## src/rtl/ddr_test_pkg.sv

```systemverilog
// Shared definitions for the DDR test path: AXI encodings, the read FSM
// state type and a constant-friendly clog2.
package ddr_test_pkg;

    localparam logic [1:0] AXI_BURST_INCR = 2'b01;
    localparam logic [1:0] AXI_RESP_OKAY  = 2'b00;

    typedef enum logic [1:0] {
        ST_IDLE = 2'd0,
        ST_ADDR = 2'd1,
        ST_DATA = 2'd2,
        ST_DONE = 2'd3
    } rd_state_t;

    function automatic int clog2(input int value);
        int result;
        result = 0;
        for (int i = 0; i < 31; i++) begin
            if ((1 << i) < value) begin
                result = i + 1;
            end
        end
        return result;
    endfunction

endpackage

```

## src/rtl/ddr_rd_addr_seq.sv

```systemverilog
// Burst base / beat counter arithmetic for the read sweep, including the
// end-of-window decision taken at the last beat of each burst.
module ddr_rd_addr_seq
    import ddr_test_pkg::*;
#(
    parameter int          AXI_DATA_WIDTH = 256,
    parameter int          BURST_LEN      = 16,
    parameter logic [31:0] ADDR_START     = 32'h0000_0000,
    parameter logic [31:0] ADDR_END       = 32'h0000_FFFF
) (
    input  logic        clk,
    input  logic        rst_n,
    input  logic        load,
    input  logic        advance,
    input  logic        clear_beat,
    input  logic        beat_step,
    output logic [31:0] base,
    output logic [31:0] beat_addr,
    output logic        last_beat,
    output logic        window_end
);

    localparam int          BEAT_BYTES  = AXI_DATA_WIDTH / 8;
    localparam int          BEAT_SHIFT  = clog2(BEAT_BYTES);
    localparam logic [32:0] BURST_BYTES = 33'(BURST_LEN * BEAT_BYTES);
    localparam logic [7:0]  LAST_CNT    = 8'(BURST_LEN - 1);

    logic [7:0]  beat_cnt;
    logic [32:0] next_base;

    always_ff @(posedge clk or negedge rst_n) begin
        if (!rst_n) begin
            base     <= '0;
            beat_cnt <= '0;
        end else begin
            if (load) begin
                base <= ADDR_START;
            end else if (advance) begin
                base <= next_base[31:0];
            end
            if (clear_beat) begin
                beat_cnt <= '0;
            end else if (beat_step) begin
                beat_cnt <= beat_cnt + 8'd1;
            end
        end
    end

    // The 33rd bit catches a window that would wrap past 4 GiB.
    assign next_base  = {1'b0, base} + BURST_BYTES;
    assign window_end = next_base[32] || (next_base[31:0] > ADDR_END);
    assign last_beat  = (beat_cnt == LAST_CNT);
    assign beat_addr  = base + (32'(beat_cnt) << BEAT_SHIFT);

endmodule

```

## src/rtl/ddr_rd_burst_ctrl.sv

```systemverilog
// AXI4 read-burst initiator: sweeps a byte window with fixed INCR bursts and
// forwards each accepted beat, with its byte address, to the read checker.
module ddr_rd_burst_ctrl
    import ddr_test_pkg::*;
#(
    parameter int          AXI_DATA_WIDTH = 256,
    parameter int          AXI_ID_WIDTH   = 4,
    parameter int          BURST_LEN      = 16,
    parameter logic [31:0] ADDR_START     = 32'h0000_0000,
    parameter logic [31:0] ADDR_END       = 32'h0000_FFFF
) (
    input  logic                      SysClk,
    input  logic                      SysRst_N,
    input  logic                      RdStart,
    output logic                      RdBusy,
    output logic                      RdDone,
    output logic                      RespErr,
    output logic [AXI_ID_WIDTH-1:0]   ARID,
    output logic [31:0]               ARADDR,
    output logic [7:0]                ARLEN,
    output logic [2:0]                ARSIZE,
    output logic [1:0]                ARBURST,
    output logic                      ARVALID,
    input  logic                      ARREADY,
    input  logic [AXI_ID_WIDTH-1:0]   RID,
    input  logic [AXI_DATA_WIDTH-1:0] RDATA,
    input  logic [1:0]                RRESP,
    input  logic                      RLAST,
    input  logic                      RVALID,
    output logic                      RREADY,
    output logic [31:0]               RdAddrOut,
    output logic                      RdDataEn,
    output logic [AXI_DATA_WIDTH-1:0] RdDataOut,
    output rd_state_t                 dbg_state
);

    // Handshakes: a transfer happens on a rising edge where VALID and READY are
    // both high; ARVALID/ARADDR are held until accepted, RREADY is high only in DATA.

    rd_state_t   state;
    logic [31:0] base;
    logic [31:0] beat_addr;
    logic        last_beat;
    logic        window_end;
    logic        start_acc;
    logic        ar_hs;
    logic        r_hs;
    logic        beat_err;

    assign start_acc = (state == ST_IDLE) && RdStart;
    assign ar_hs     = (state == ST_ADDR) && ARVALID && ARREADY;
    assign r_hs      = (state == ST_DATA) && RVALID && RREADY;
    assign beat_err  = (RRESP != AXI_RESP_OKAY) || (RID != '0) || (RLAST != last_beat);

    ddr_rd_addr_seq #(
        .AXI_DATA_WIDTH (AXI_DATA_WIDTH),
        .BURST_LEN      (BURST_LEN),
        .ADDR_START     (ADDR_START),
        .ADDR_END       (ADDR_END)
    ) u_addr_seq (
        .clk        (SysClk),
        .rst_n      (SysRst_N),
        .load       (start_acc),
        .advance    (r_hs && last_beat && !window_end),
        .clear_beat (ar_hs),
        .beat_step  (r_hs),
        .base       (base),
        .beat_addr  (beat_addr),
        .last_beat  (last_beat),
        .window_end (window_end)
    );

    assign ARID      = '0;
    assign ARLEN     = 8'(BURST_LEN - 1);
    assign ARSIZE    = 3'(clog2(AXI_DATA_WIDTH / 8));
    assign ARBURST   = AXI_BURST_INCR;
    assign ARADDR    = base;
    assign dbg_state = state;

    always_ff @(posedge SysClk or negedge SysRst_N) begin
        if (!SysRst_N) begin
            state     <= ST_IDLE;
            ARVALID   <= 1'b0;
            RREADY    <= 1'b0;
            RdBusy    <= 1'b0;
            RdDone    <= 1'b0;
            RespErr   <= 1'b0;
            RdDataEn  <= 1'b0;
            RdAddrOut <= '0;
            RdDataOut <= '0;
        end else begin
            RdDone   <= 1'b0;
            RdDataEn <= 1'b0;
            case (state)
                ST_IDLE: begin
                    if (RdStart) begin
                        RespErr <= 1'b0;
                        RdBusy  <= 1'b1;
                        ARVALID <= 1'b1;
                        state   <= ST_ADDR;
                    end
                end
                ST_ADDR: begin
                    if (ARREADY) begin
                        ARVALID <= 1'b0;
                        RREADY  <= 1'b1;
                        state   <= ST_DATA;
                    end
                end
                ST_DATA: begin
                    if (r_hs) begin
                        RdDataEn  <= 1'b1;
                        RdDataOut <= RDATA;
                        RdAddrOut <= beat_addr;
                        if (beat_err) begin
                            RespErr <= 1'b1;
                        end
                        // The burst closes on the counted beat even if RLAST disagrees.
                        if (last_beat) begin
                            RREADY <= 1'b0;
                            if (window_end) begin
                                RdDone <= 1'b1;
                                RdBusy <= 1'b0;
                                state  <= ST_DONE;
                            end else begin
                                ARVALID <= 1'b1;
                                state   <= ST_ADDR;
                            end
                        end
                    end
                end
                ST_DONE: begin
                    state <= ST_IDLE;
                end
                default: begin
                    state <= ST_IDLE;
                end
            endcase
        end
    end

endmodule

```

## config.mk

```make
export PLATFORM = sky130hd
export DESIGN_NAME = ddr_rd_burst_ctrl
export DESIGN_NICKNAME = d
export VERILOG_FILES = /design/src/rtl/ddr_test_pkg.sv /design/src/rtl/ddr_rd_addr_seq.sv /design/src/rtl/ddr_rd_burst_ctrl.sv
export SDC_FILE = /design/constraint.sdc
export NUM_CORES = 1
export LEC_CHECK = 0
export CORE_AREA = 8 8 231 233
export DETAILED_ROUTE_END_ITERATION = 6
export DIE_AREA = 0 0 239 241
export PLACE_DENSITY = 0.56
export SLEW_MARGIN = 15
export SYNTH_ARGS = -nofsm -noshare
export SYNTH_HDL_FRONTEND = slang
export SYNTH_SLANG_ARGS = --single-unit
```

## constraint.sdc

```tcl
create_clock -name SysClk -period 7.2 [get_ports SysClk]
set_input_delay 0.72 -clock SysClk [delete_from_list [all_inputs] [get_ports SysClk]]
set_output_delay 0.72 -clock SysClk [all_outputs]
set_load 0.02 [all_outputs]
```

==> out/metrics.yaml <==
global_route:
  antenna_found_initial: 4
  gr-total-overflow: 0
  grt_max_degree: 158
  grt_pass1_wl_um: 73520
  grt_usage_pct: 16.20
  first_global_vias: 11976
yosys:
  ys_warn_count: 0
  synthTopCellsByArea: "dfrtp_1 (61%), nand2_1 (23%), buf_4 (1.9%)"
  synthAdderAreaFrac_pct: 0.5717
  synth_top_cell_by_area: "dfrtp_1"
  yosys.area_share.simple_pct: 28.39
  synth_cell_types: 46
  synth_edf_count: 0
  synth_compound_area_share_pct: 2.916
  syn_avg_cell_area_um2: 8.903
  syn_inst: 1475
  synthTopCellsByCount: "nand2_1 (821), dfrtp_1 (322), clkbuf_1 (65)"
  synth-xor-area-share_pct: 2.134
  synth_seq_cells: 322
  post-synth-top-count-cell: "nand2_1"
  yosys.area.top_type_share_pct: 61.36
  synthMuxAreaShare_pct: 0.1620
  synth-main-ff-cell: "dfrtp_1"
  synth_top_family_by_area: "simple AND/OR/NAND/NOR gates"
  synth.cell_area_mm2: 0.01313
  synthArstFlopShare_pct: 100.0
  synth_seq_area_share_pct: 61.36
clock_tree:
  root_buffer: "clkbuf_16"
  cts_max_path_buffers: 3
  clk-insertion-delay-late_ps: 540
  htreeDepth: 2
  clk_pin_slew_ps: 60
  tritoncts: "built"
  cts_sinks: 322
  cts_made_buffers: 40
  postCtsHoldBufs: 0
  cts_resized: 0
  cts_setup_buffers: 0
pwr:
  p_per_area_mw_per_mm2: 404.9
  peakVddDrop_uv: 215.0
  power_leakage_nw: 9.843
drt:
  drc: 0
  avgRoutedWirePerCell_um: 18.09
  drt_first_pass_iters: 5
  num_vias: 11597
  antenna_left: 0
  drt_wl_total_um: 49230
  drt_first_iter_violations: 810
  vias_per_cell: 4.262
floorplanning:
  pin_count: 613
  die_y_um: 241
  die_w_um: 239
  num_rows: 82
  start_util_pct: 26.44
  core-area_mm2: 0.04966
  die-area_mm2: 0.05760
placed_design:
  portBuffers: 581
  dp_hpwl_um: 36050
  gp_congestion: 0.8375
  dpl_worst_slack_ps: 3098
timing:
  finalClockSkew_ps: 12.66
  worst_pin_slew_ps: 1069
  relSlewSlack_pct: 27.75
  fin_crit_sh_pct: 53.77
  drv_slew: 0
  hold_viol: 0
  fin_crit_ps: 3871
  finalSetupTns_ps: 0
  rsz0062_at_grt: "false"
  fin_ws_ps: 3329
  setup_viol: 0
  max_freq_ghz: 0.2583
worst_setup_path:
  r2r_start: "dbg_state[1]"
  timing.rr.end: "u_addr_seq.beat_cnt[6]"
  reg2reg_depth: 7
  crit_required_ps: 7600
  slowest_stage: "buf_4"
  worstPathCellList: "nor2b_1, nand3_4, inv_8, buf_4, nand4_1, xor2_1, nor2_1"
  end_kind: "flip-flop"
  max_stage_delay_ps: 820
  reg2reg_slack_ps: 3330
  worstSetupPathType: "reg2reg"
  crit_fanout: 92
  worst-path-stages: 7
  crit_family: "buffers and inverters"
  arrival_ps: 4270
  crit_buf_inv: 2
  start_kind: "flip-flop"
final_layout:
  syn2layout_area_growth_pct: 57.85
  finalNetCount: 2297
  multiInputGateArea_mm2: 0.004623
  ff_latch_area_mm2: 0.008058
  fillers: 5000
  final_layout_size_suffix_gt1_share_pct: 3.564
run_status:
  status: "completed"
min_path:
  hold_path_class: "in2async"
run:
  drv_cap: 0
[sequential cells by signal, summed over array words and instances (netlist names)]
| register | flops |
|---|---|
| u_addr_seq.base | 23 |
| RdBusy | 1 |
| u_addr_seq.beat_cnt | 8 |
| RdDataOut | 256 |
| ARVALID | 1 |
| dbg_state | 2 |
| RdAddrOut | 27 |
| RdDone | 1 |
| RdDataEn | 1 |
| RREADY | 1 |
| RespErr | 1 |
[worst reg2reg max path, cell delays in order (launching register included)]
cell and delay (ps):
dfrtp_1 480, nor2b_1 460, nand3_4 640, inv_8 740, buf_4 900, nand4_1 280, xor2_1 200, nor2_1 50
[how the worst max path moves through the flow]
stage                        from                     end  slack [ps]
5_1_grt              dbg_state[1]  u_addr_seq.beat_cnt[4]        2980
3_5_place_dp               RVALID  u_addr_seq.beat_cnt[6]        3100
6_report             dbg_state[1]  u_addr_seq.beat_cnt[6]        3330
3_3_place_gp               RVALID  u_addr_seq.beat_cnt[6]        3070
2_1_floorplan  u_addr_seq.base[9]     u_addr_seq.base[14]        4380
4_1_cts              dbg_state[1]  u_addr_seq.beat_cnt[6]        3320
[layer usage]
metal  part of all wire, %  GRT usage (%)  vias to the layer above
li1                      -              -                     5629
met1                    38          18.15                     5495
met2                    50          27.90                      389
met3                   9.9          7.238                       78
met4                   2.2          4.328                        6
met5                 0.075              0                        -
[area by class of cell]
cell class                      instances  share of cell area (%)
Clock inverter                          8                  0.5674
Multi-Input combinational cell       1066                   22.30
Sequential cell                       322                   38.87
Clock buffer                           59                   5.662
Timing Repair Buffer                  588                   28.40
Inverter                                5                  0.1268
Tap cell                              672                   4.056
Antenna cell                            1                 0.01207
[kinds of logic after synthesis]
| group | after synthesis |
|---|---|
| flip-flops | 322 |
| adder cells (fa/ha/maj) | 6 |
| buffers and inverters | 116 |
| multiplexers | 2 |
| AO/OA/AOI/OAI | 65 |
| other | 2 |
| XOR/XNOR | 32 |
| AND/OR/NAND/NOR | 930 |
[through the flow]
stage                     hold slack (ps)  instance area (um^2)  utilization (%)  power, W  instances
final                               185.8                 20730            41.74  0.008393       2721
after global routing                266.2                 20730            41.74  0.008889       2721
after CTS                           252.1                 20720            41.72  0.008543       2720
after detailed placement            461.1                 19430            39.12  0.006468       2653
after global placement              456.4                 19430            39.12  0.006422       2653
after floorplan                     424.4                 13240                -  0.004494       1504
[power breakdown]
part,switching (W),internal (W),leakage (nW),total [W]
combinational,0.00200,0.00153,5.08,0.00353
clock,0.000773,0.00123,0.633,0.00200
sequential,0.000376,0.00248,4.13,0.00286
total,0.00315,0.00525,9.84,0.00839
[cells in the final DEF, fill, tap and decap left out, types with 5 or more instances in the layout]
cell type,n
clkbuf_1,10
xnor2_1,12
nand3_1,18
nor2_1,17
nand2_1,821
conb_1,31
ha_1,6
and3_1,5
nor3_1,9
nand4_1,9
or4_1,6
o21ai_0,29
buf_4,6
nor2b_1,5
xor2_1,20
o31ai_1,7
clkbuf_8,8
clkbuf_16,41
clkdlybuf4s50_1,580
a21oi_1,12
and2_1,18
dfrtp_1,322
a21o_1,5
Power figures use the tool's default switching activity.
